## config.mk

```make
export PLATFORM = sky130hd
export DESIGN_NAME = debounce_fsm
export DESIGN_NICKNAME = d
export VERILOG_FILES = /design/src/rtl/uart_pkg.sv /design/src/rtl/sync_2ff.sv /design/src/rtl/debounce_fsm.sv
export SDC_FILE = /design/constraint.sdc
export NUM_CORES = 1
export LEC_CHECK = 0
export CAP_MARGIN = 5
export CORE_ASPECT_RATIO = 0.75
export CORE_MARGIN = 1.5
export CORE_UTILIZATION = 45
export DETAILED_ROUTE_END_ITERATION = 10
export PLACE_DENSITY = 0.59
export RECOVER_POWER = 100
export SLEW_MARGIN = 30
export SYNTH_ARGS = -nofsm -noshare
export SYNTH_HDL_FRONTEND = slang
export SYNTH_SLANG_ARGS = --single-unit
```

## constraint.sdc

```tcl
create_clock -name clk -period 3.2 [get_ports clk]
set_input_delay 0.48 -clock clk [delete_from_list [all_inputs] [get_ports clk]]
set_output_delay 0.48 -clock clk [all_outputs]
set_load 0.01 [all_outputs]
```

## src/rtl/uart_pkg.sv

```systemverilog
// Shared definitions for the board-input conditioning blocks (debounce, edge detect, UART load).
package uart_pkg;

  // Stability window that is reused by every board-input block: 10 ms at 100 MHz.
  localparam int unsigned DEFAULT_STABLE_CNT = 1000000;
  localparam int unsigned DEFAULT_CNT_W      = 20;

  // Debounce FSM state encoding. Neighbouring states differ in exactly one bit.
  localparam int unsigned STATE_W = 2;
  typedef logic [STATE_W-1:0] state_t;

  localparam logic [1:0] IDLE_LOW  = 2'b00;
  localparam logic [1:0] WAIT_HIGH = 2'b01;
  localparam logic [1:0] IDLE_HIGH = 2'b11;
  localparam logic [1:0] WAIT_LOW  = 2'b10;

  // True while a candidate transition is being qualified.
  function automatic logic is_wait_state(input state_t st);
    return (st == WAIT_HIGH) || (st == WAIT_LOW);
  endfunction

endpackage

```

## src/rtl/sync_2ff.sv

```systemverilog
// Two-flop synchronizer for a single asynchronous bit, synchronous active-low reset.
module sync_2ff (
  input  logic clk,
  input  logic reset,
  input  logic d,
  output logic q
);

  logic meta;

  // Shift the raw bit through two flops; both clear on reset.
  always_ff @(posedge clk) begin
    if (!reset) begin
      meta <= 1'b0;
      q    <= 1'b0;
    end else begin
      meta <= d;
      q    <= meta;
    end
  end

endmodule

```

## src/rtl/debounce_fsm.sv

```systemverilog
// Debounces a raw pad input into a clean registered level for the downstream edge detector.
// Optional macro DEBOUNCE_SYNC_EN inserts a 2-flop synchronizer on d_in (2 extra cycles of latency);
// without it the FSM samples d_in directly, for inputs that are already synchronous.
module debounce_fsm
  import uart_pkg::*;
#(
  parameter int unsigned STABLE_CNT = DEFAULT_STABLE_CNT,
  parameter int unsigned CNT_W      = DEFAULT_CNT_W
) (
  input  logic clk,
  input  logic reset,
  input  logic d_in,
  output logic d_out,
  output logic busy
);

  // Count value reached on the last stable edge of a qualification window.
  localparam logic [CNT_W-1:0] CNT_LAST = CNT_W'(STABLE_CNT - 1);

  logic             s;
  state_t           state;
  state_t           state_n;
  logic [CNT_W-1:0] cnt;
  logic [CNT_W-1:0] cnt_n;
  logic             d_out_n;
  logic             busy_n;

`ifdef DEBOUNCE_SYNC_EN
  // Bring the asynchronous pad into the clk domain before the FSM looks at it.
  sync_2ff u_sync (
    .clk   (clk),
    .reset (reset),
    .d     (d_in),
    .q     (s)
  );
`else
  // Input is already synchronous; sample it directly.
  assign s = d_in;
`endif

  // State, counter and output registers; reset aborts any qualification in progress.
  always_ff @(posedge clk) begin
    if (!reset) begin
      state <= IDLE_LOW;
      cnt   <= '0;
      d_out <= 1'b0;
      busy  <= 1'b0;
    end else begin
      state <= state_n;
      cnt   <= cnt_n;
      d_out <= d_out_n;
      busy  <= busy_n;
    end
  end

  // Next-state logic: a bounce always beats the terminal-count compare.
  always_comb begin
    state_n = state;
    cnt_n   = cnt;
    d_out_n = d_out;
    case (state)
      IDLE_LOW: begin
        if (s) begin
          state_n = WAIT_HIGH;
          cnt_n   = '0;
        end
      end
      WAIT_HIGH: begin
        if (!s) begin
          state_n = IDLE_LOW;
          cnt_n   = '0;
        end else if (cnt == CNT_LAST) begin
          state_n = IDLE_HIGH;
          cnt_n   = '0;
          d_out_n = 1'b1;
        end else begin
          cnt_n = cnt + CNT_W'(1);
        end
      end
      IDLE_HIGH: begin
        if (!s) begin
          state_n = WAIT_LOW;
          cnt_n   = '0;
        end
      end
      WAIT_LOW: begin
        if (s) begin
          state_n = IDLE_HIGH;
          cnt_n   = '0;
        end else if (cnt == CNT_LAST) begin
          state_n = IDLE_LOW;
          cnt_n   = '0;
          d_out_n = 1'b0;
        end else begin
          cnt_n = cnt + CNT_W'(1);
        end
      end
      default: begin
        state_n = IDLE_LOW;
        cnt_n   = '0;
        d_out_n = 1'b0;
      end
    endcase
  end

  // busy is registered from the decoded next state.
  always_comb begin
    busy_n = is_wait_state(state_n);
  end

endmodule

```

# == After elaboration in Yosys (flattened, before gate mapping) ==
# Index checks and enable logic that the tools add are counted.
# totals
regBits,24
word_cells,40
out_inout_bits,2
inputBits,3
# op_classes
reduce_logical,5
addsub,1
n_mux,18
eq_ne,12
# op_table
op,n
20-bit 2-to-1 mux,5
20-bit one-hot mux with 4 select lines,1
"20-bit by 1-bit adder with 20-bit output, second input constant",1
"20-bit equality test, second input constant",1
2-bit 2-to-1 mux,6
"2-bit inequality test, second input constant",6
2-bit one-hot mux with 4 select lines,1
"2-bit equality test, second input constant",3
5-bit AND reduction,1
"2-bit by 1-bit equality test with 1-bit output, second input constant",2
1-bit 2-to-1 mux,4
2-bit zero test,1
1-bit one-hot mux with 2 select lines,1
2-bit AND reduction,1
2-bit nonzero test,1
1-bit logical OR,1

# == Depth between registers and ports, before layout ==
# Gate-level depths: netlist of run 1.
# logic_depth
ltp_word,6
mapped_depth,8
ltp_nobuf,8

# == Least setup slack after synthesis of run 1 ==
# Ideal clock, no wire load.
# synth_timing
path_type,input-to-reg
start,in d_in
end,reg cnt[15]
setup_time_ns,0.115
path_stages,7
required_ns,3.085
t_arrival_ns,1.691
path_buffers,1
setup_slack_ns,1.395
cell_sequence,buf_2 mux2i_4 nand4_1 nor2_1 nand4_1 xor2_1 nor2_2
# synth_via
elab_chain_cells,2
elab_cells_between_ends,6
classes_between,eq/ne (2); mux (3); reduce/logical (1)
# synth_rtl
item,line,text
start: declaration,debounce_fsm.sv:12,"input logic d_in,"
20-bit 2-to-1 mux (tied with other cells),debounce_fsm.sv:87,if (s) begin
20-bit one-hot mux with 4 select lines or 2-bit AND reduction (tied branches),-,
end signal: assignment,debounce_fsm.sv:50,cnt <= cnt_n;
end: declaration,debounce_fsm.sv:23,logic [CNT_W-1:0] cnt;
# Parallel ways exist; a longest one is shown, timed or not.
# A chain may end at the register's enable or synchronous reset.

# == Final worst setup path of run 1 ==
# Ends and elaborated chain as after synthesis.

==> results of run 1 <==
==> cell families after synthesis <==
| logic type | count (synthesis) |
|---|---|
| flip-flops | 24 |
| AO/OA/AOI/OAI | 13 |
| XOR/XNOR | 19 |
| AND/OR/NAND/NOR | 76 |
| buffers and inverters | 7 |
| multiplexers | 4 |
| adder cells (fa/ha/maj) | 6 |
==> tightest hold or removal path: stages, from the launching register on <==
cell	delay, ns
dfxtp_1	0.35
a22oi_1	0.09
nor2_1	0.08
==> where the power goes <==
group	internal (uW)	switching, uW	leakage [uW]	total (uW)
clock network	110	93.1	0.0000288	203
logic	47.3	76.3	0.000261	124
registers	309	7.15	0.000194	316
==> cells in the final DEF (no fill, tap or decap), types with 3 or more instances in the layout <==
master,netlist,layout
nor2_1,22,22
ha_1,6,6
dfxtp_1,24,24
nand4_1,5,5
nor2_2,10,10
nand2_1,9,10
and2_1,3,3
xnor2_1,5,5
nand3_1,9,9
clkbuf_8,0,4
dlygate4sd3_1,0,3
and4_1,4,4
o21ai_0,3,5
xor2_1,14,14
and3_1,3,3
inv_1,5,5
==> sequential cells by signal, summed over array words and instances, names as in the netlist <==
signal and count:
state 2, cnt 20, busy 1, d_out 1
==> how the worst max path moves through the flow <==
stage | from | to | cells after the start
4_1_cts | d_in | cnt[15] | 7
5_1_grt | d_in | cnt[19] | 7
6_report | d_in | cnt[15] | 7
3_5_place_dp | d_in | cnt[15] | 7
3_3_place_gp | d_in | cnt[17] | 7
2_1_floorplan | d_in | cnt[15] | 7
==> routing by layer <==
metal / up-vias / track usage / wire length, um
li1: 528 / - / -
met1: 499 / 0.2713 / 1470
met2: 15 / 0.2767 / 1131
met3: 4 / 0.04709 / 75
met4: 0 / 0.03061 / 19
met5: - / 0 / 0
==> area by class of cell <==
type,instances,area share
clock buffer,4,0.03863
inverter,5,0.01317
multi-input combinational,118,0.5514
sequential,24,0.3371
tap,36,0.03161
timing repair buffer,4,0.02809
==> metrics by stage <==
stage	area, um2	total power [uW]	utilization
2_1_floorplan	1345	441.8	-
3_3_place_gp	1405	465.7	0.5161
3_5_place_dp	1405	468.5	0.5161
4_1_cts	1460	672.1	0.5363
5_1_grt	1425	678.0	0.5234
6_report	1425	642.4	0.5234
==> impl_metrics.toml, run 1 <==
[drt]
route.detailed.drc = 0
dr.pass1.iters = 4
vias = 1046
wl_per_cell_um = 14.12
viasPerCell = 5.476
drt_iter0_drc = 27
ant_nets = 0
routed_wl_mm = 2.696

[yosys]
synth_compound_area_frac = 0.07442
seq_area_frac_synth = 0.3572
yosys.area_share.simple = 0.3153
netlist_instances = 149
synth-edff-count = 0
synth_top_family_by_area = "simple AND/OR/NAND/NOR gates"
syn_area_um2 = 1345
synth_area_leaders = "dfxtp_1 (36%), xor2_1 (9.1%), nor2_1 (6.1%)"
synth-adder-area-share = 0.05581
synth.area.mux_share = 0.04093
synth_top_area_share = 0.3572
yosysTopAreaCell = "dfxtp_1"
ys_types = 39
synth.top_cells.by_count = "dfxtp_1 (24), nor2_1 (22), xor2_1 (14), nor2_2 (10)"
synth_ff_type = "dfxtp_1"
synth.most_common_cell = "dfxtp_1"
async_flop_share = 0
synthXorXnorAreaFrac = 0.1237
syn_area_per_cell_um2 = 9.027
synth_nets = 158
ys_warn_count = 0
synth_seq_cells = 24

[clocking]
hold_buffers = 0
numCtsBuffers = 3
path_clk_slew_ns = 0.08
clockBufferDepth = 2
cts_tree = "done"
cts_max_level = 1
cts_root_buffer = "clkbuf_8"
cts_sinks = 24
post_cts_buffers = 0
clkLatencyLatePin_ns = 0.26
cts.repair.resized = 0

[critical_path]
required_ns = 3.34
worstReg2RegStart = "cnt[7]"
rrSetupSlack_ns = 0.88
worstSetupPathType = "in2reg"
arrival_ns = 2.72
start_kind = "input pin"
cp_max_fo = 10
crit_path_cell_trace = "dlygate4sd3_1, mux2i_1, nand4_1, nor2_1, nand4_1, xor2_1, nor2_2"
worstReg2RegEnd = "cnt[8]"
ff2ff_path_depth = 6
crit_buf_inv = 1
endpoint_kind = "flop"
path_delay_family = "simple AND/OR/NAND/NOR gates"
slowest_stage = "dlygate4sd3_1"
cpPeakStageDelay_ns = 0.74
cpMostUsedCell = "nand4_1"

[power]
p_per_area_nw_per_um2 = 450.8
total_leakage_power_uw = 0.0004833
ir_worst_vdd_mv = 0.2868

[place]
dp_slack_ns = 0.6102
gp_congestion = 0.8215
placedCellCount = 187
io_buffers = 4
hpwl_mm = 1.997

[sta]
fmax_mhz = 388.0
worst_slack_ns = 0.6225
tightest_slew_ns = 0.7823
fin_crit_ns = 2.578
worst_hold_slack_ns = 0.5524
rsz0062_at_grt = "false"
fin_setup_tns_ns = 0
setup_viol = 0
final.period_utilization = 0.8055
relSlewSlack = 0.4772
slew_viol_final = 0
fin_skew_ns = 0.005398
hold_violations = 0

[global_route]
track_usage = 0.1847
grt_pass1_wl_mm = 4.761
grt_antenna_before_repair = 0
grt_overflow = 0
grt_max_degree = 19
grt_pass1_vias = 1010

[worst_hold_path]
min_from = "cnt[1]"
whs_endpoint = "cnt[1]"
whs_path_depth = 2
hold_class = "reg2reg"

[finish]
drive_above_1_share = 0.1097
antenna_cells = 0
fill_cells = 278
nets = 165
regArea_um2 = 480.5
instances_no_fill = 191
multi_input_area_um2 = 785.8
area_delta_synth_final_pct = 5.954

[die]
die_w_um = 66.13
start_util = 0.4940
dieArea_um2 = 3329
io_pins = 5
die_y_um = 50.35
fp-row-count = 16
coreArea_um2 = 2723

[run_status]
status = "finished, final reports clean"

[flow_run]
drv_cap = 0
(Power assumes the default switching activity.)
==> run 2: changes to the inputs <==
==> constraint.sdc (replaced) <==
create_clock -name clk -period 2.5 [get_ports clk]
set_input_delay 0.375 -clock clk [delete_from_list [all_inputs] [get_ports clk]]
set_output_delay 0.375 -clock clk [all_outputs]
set_load 0.01 [all_outputs]
==> impl_metrics.toml, run 2 (synthesized netlist as in run 1, its figures left out) <==
[drt]
wl_per_cell_um = 12.98
viasPerCell = 5.171
ant_nets = 0
dr.pass1.iters = 5
routed_wl_mm = 2.506
vias = 998
route.detailed.drc = 0
drt_iter0_drc = 58

[sta]
fin_setup_tns_ns = 0
hold_violations = 0
rsz0062_at_grt = "false"
fin_crit_ns = 2.092
tightest_slew_ns = 0.3329
relSlewSlack = 0.7771
fin_skew_ns = 0.003258
slew_viol_final = 0
setup_viol = 0
final.period_utilization = 0.8369
fmax_mhz = 477.9

[power]
total_leakage_power_uw = 0.0005016
ir_worst_vdd_mv = 0.4242
clkPwrFrac = 0.370
p_per_area_nw_per_um2 = 628.5
p_sw_frac = 0.2575
seqPwrFrac = 0.443
internal_power_uw = 677.8
power.switching_uw = 235.1
pwr-share-comb = 0.186

[clocking]
clockBufferDepth = 2
cts_sinks = 24
hold_buffers = 0
cts_root_buffer = "clkbuf_8"
numCtsBuffers = 3
cts.repair.resized = 0
cts_max_level = 1
post_cts_buffers = 0
cts_tree = "done"
clkLatencyLatePin_ns = 0.27
path_clk_slew_ns = 0.08

[die]
dieArea_um2 = 3329
die_w_um = 66.13
coreArea_um2 = 2723
start_util = 0.4940
die_y_um = 50.35
io_pins = 5
fp-row-count = 16

[critical_path]
endpoint_kind = "flop"
slowest_stage = "dlygate4sd3_1"
cp_max_fo = 18
start_kind = "input pin"
arrival_ns = 2.25
crit_path_cell_trace = "dlygate4sd3_1, clkbuf_1, mux2_2, nand2_1, o21ai_0, nand2_4, nor2_1"
worstSetupPathType = "in2reg"
required_ns = 2.66
cpPeakStageDelay_ns = 0.63

[finish]
top_register = "cnt"
final_cell_mix = "nor2_1 (30), dfxtp_1 (24), xor2_1 (14), nand2_1 (9), nand3_1 (9)"
nets = 167
fill_cells = 277
largest_reg_flops = 20
reg_top3 = "cnt: 20 flops, state: 2 flops"
antenna_cells = 0
fin_area_um2 = 1453
final_common_cell = "nor2_1"
drive_above_1_share = 0.08280
area_delta_synth_final_pct = 8.000

[global_route]
grt_pass1_vias = 927
grt_max_degree = 19
grt_pass1_wl_mm = 4.416
grt_overflow = 0
grt_antenna_before_repair = 0
track_usage = 0.1727

[place]
gp_congestion = 0.8937
postPlaceCellArea_um2 = 1420
io_buffers = 4
hpwl_mm = 1.906

[worst_hold_path]
hold_class = "reg2reg"

[flow_run]
drv_cap = 0

[run_status]
status = "finished, final reports clean"
## run 2: changes by cell type in the layout (fill, tap and decap cells not counted), sizes merged
| cell | change |
|---|---|
| buf | +1 |
| bufinv | +1 |
## run 2: layout make-up
class	instances	area, um2	share of cell area
Timing Repair Buffer	6	51.30	0.03531
Tap cell	36	45.04	0.03101
Sequential cell	24	480.5	0.3308
Clock buffer	3	41.29	0.02842
Multi-Input combinational cell	118	785.8	0.5409
Inverter	5	18.77	0.01292
Clock inverter	1	30.03	0.02067
## run 2: through the flow
step / cells / power [uW] / setup slack (ns) / hold slack (ns) / utilization
4_1_cts: 193 / 943.1 / 0.5564 / 0.5480 / 0.5478
5_1_grt: 193 / 960.1 / 0.2501 / 0.5620 / 0.5335
3_3_place_gp: 189 / 599.1 / 0.3458 / 0.5104 / 0.5216
2_1_floorplan: 149 / 565.6 / 0.7880 / 0.4938 / -
3_5_place_dp: 189 / 600.7 / 0.3007 / 0.5278 / 0.5216
6_report: 193 / 912.9 / 0.4077 / 0.5439 / 0.5335
## run 2: path summary, 6_finish.rpt
path | cells after the start | to | start | slack (ns)
setup / recovery | 7 | cnt[3] | d_in | 0.41
hold / removal | 2 | cnt[19] | cnt[19] | 0.54
setup reg to reg | 7 | busy | cnt[0] | 0.54
hold reg to reg | 2 | cnt[19] | cnt[19] | 0.54
## run 2: critical path: cells and delay by family
| family | cells | cell delay [ns] |
|---|---|---|
| mux | 1 | 0.38 |
| compound gates | 1 | 0.14 |
| buf+inv | 2 | 0.95 |
| simple gates | 3 | 0.41 |
## run 2: metal layers
layer | global-route usage | up-vias | share of wire
li1 | - | 529 | -
met1 | 0.2817 | 449 | 0.60
met2 | 0.2167 | 18 | 0.36
met3 | 0.05381 | 2 | 0.038
met4 | 0.03061 | 0 | 0.0052
met5 | 0 | - | 0
## run 2: power by group through the flow
| stage | Clock [uW] | Sequential, uW | Combinational, uW |
|---|---|---|---|
| detailed placement | 0 | 414 | 187 |
| CTS | 351 | 405 | 187 |
| global route | 362 | 406 | 192 |
| finish | 338 | 405 | 170 |
| global placement | 0 | 413 | 186 |
| floorplan | 0 | 415 | 151 |
==> run 3: changes to the inputs <==
==> constraint.sdc (replaced) <==
create_clock -name clk -period 2.1 [get_ports clk]
set_input_delay 0.315 -clock clk [delete_from_list [all_inputs] [get_ports clk]]
set_output_delay 0.315 -clock clk [all_outputs]
set_load 0.01 [all_outputs]
==> impl_metrics.toml, run 3 (synthesized netlist as in run 1, its figures left out) <==
[global_route]
grt_pass1_wl_mm = 4.657
grt_util_met1 = 0.2939
track_usage = 0.1831
met2_usage = 0.2383
grt_overflow = 0
globalRouteMet3Util = 0.05381
top_usage_layer = "met1"
grt_pass1_vias = 979
grt_antenna_before_repair = 0
grt_max_degree = 19

[finish]
antenna_cells = 0
final_cell_mix = "nor2_1 (27), dfxtp_1 (24), xor2_1 (14), nand2_1 (9), nand3_1 (9)"
instances_no_fill = 197
largest_reg_flops = 20
reg_top3 = "cnt: 20 flops, state: 2 flops"
nets = 172
final_common_cell = "nor2_1"
top_register = "cnt"
area_delta_synth_final_pct = 9.209
drive_above_1_share = 0.1304
fin_area_um2 = 1469

[drt]
dr.pass1.iters = 4
viasPerCell = 5.264
ant_nets = 0
route.detailed.drc = 0
drt_iter0_drc = 45
vias = 1037
wl_per_cell_um = 13.49
routed_wl_mm = 2.657

[place]
hpwl_mm = 2.026
placedCellCount = 194
postPlaceCellArea_um2 = 1458
io_buffers = 4
dp_slack_ns = -0.03829
gp_congestion = 0.9594

[power]
p_per_area_nw_per_um2 = 659.0
total_leakage_power_uw = 0.0005170
power_uw = 968.1
ir_worst_vdd_mv = 0.3542

[sta]
worst_slack_ns = 0.1207
setup_viol = 0
relSlewSlack = 0.7590
hold_violations = 0
fmax_mhz = 505.2
slew_viol_final = 0
rsz0062_at_grt = "false"
tightest_slew_ns = 0.3582
fin_setup_tns_ns = 0
final.period_utilization = 0.9425
fin_crit_ns = 1.979
fin_skew_ns = 0.008822

[critical_path]
crit_path_cell_trace = "or4b_1, nor4_1, and2_2, o21ai_2, nand2_4, nor2_1"
cpPeakStageDelay_ns = 0.55
endpoint_kind = "flop"
start_kind = "flop"
slowest_stage = "or4b_1"
required_ns = 2.25
cp_max_fo = 18
arrival_ns = 2.13
worstSetupPathType = "reg2reg"

[clocking]
cts.repair.resized = 0
hold_buffers = 0
cts_root_buffer = "clkbuf_8"
clkLatencyLatePin_ns = 0.27
clockBufferDepth = 2
cts_tree = "done"
post_cts_buffers = 0
path_clk_slew_ns = 0.08
numCtsBuffers = 3
cts_sinks = 24
cts_max_level = 1

[die]
fp-row-count = 16
start_util = 0.4940
die_y_um = 50.35
dieArea_um2 = 3329
coreArea_um2 = 2723
die_w_um = 66.13
io_pins = 5

[flow_run]
drv_cap = 0

[run_status]
status = "finished, final reports clean"

[worst_hold_path]
hold_class = "reg2reg"
## run 3: changes by cell type in the layout (fill, tap and decap cells not counted), sizes merged
cell	change
buf	+6
bufinv	-1
clkbuf	-1
clkdlybuf4s50	+1
dlygate4sd3	-1
## run 3: worst paths after layout
| kind | from | end | slack, ns | depth (start not counted) |
|---|---|---|---|---|
| worst max-delay path | cnt[7] | cnt[3] | 0.12 | 6 |
| worst min-delay path | cnt[1] | cnt[1] | 0.55 | 2 |
| worst max register to register | cnt[7] | cnt[3] | 0.12 | 6 |
| worst min register to register | cnt[1] | cnt[1] | 0.55 | 2 |
## run 3: area by class of cell
type | count | area (um2)
well taps | 36 | 45.04
clock buffers | 3 | 41.29
multi-input cells | 118 | 790.8
flip-flops and latches | 24 | 480.5
fillers | 283 | 1254
inverters | 5 | 18.77
repair buffers | 11 | 92.59
## run 3: power by group
group / switching (uW) / internal [uW]
Sequential: 13.5 / 471
Clock: 140 / 128
Combinational: 126 / 89.9
Total: 279 / 689
## run 3: worst max-delay path, delay by kind of cell, from the launching register on
family | cells | cell delay (ns)
compound gates | 1 | 0.08
flops | 1 | 0.38
simple gates | 5 | 1.40
## run 3: through the flow
step,hold WS (ns),utilization
global route,0.5757,0.5395
detailed placement,0.5299,0.5354
CTS,0.5512,0.5506
global placement,0.5209,0.5354
finish,0.5472,0.5395
floorplan,0.4367,-
## run 3: routing by layer
layer,up-vias,part of all wire
met5,-,0
li1,540,-
met1,479,0.59
met2,16,0.38
met4,0,0.0045
met3,2,0.031
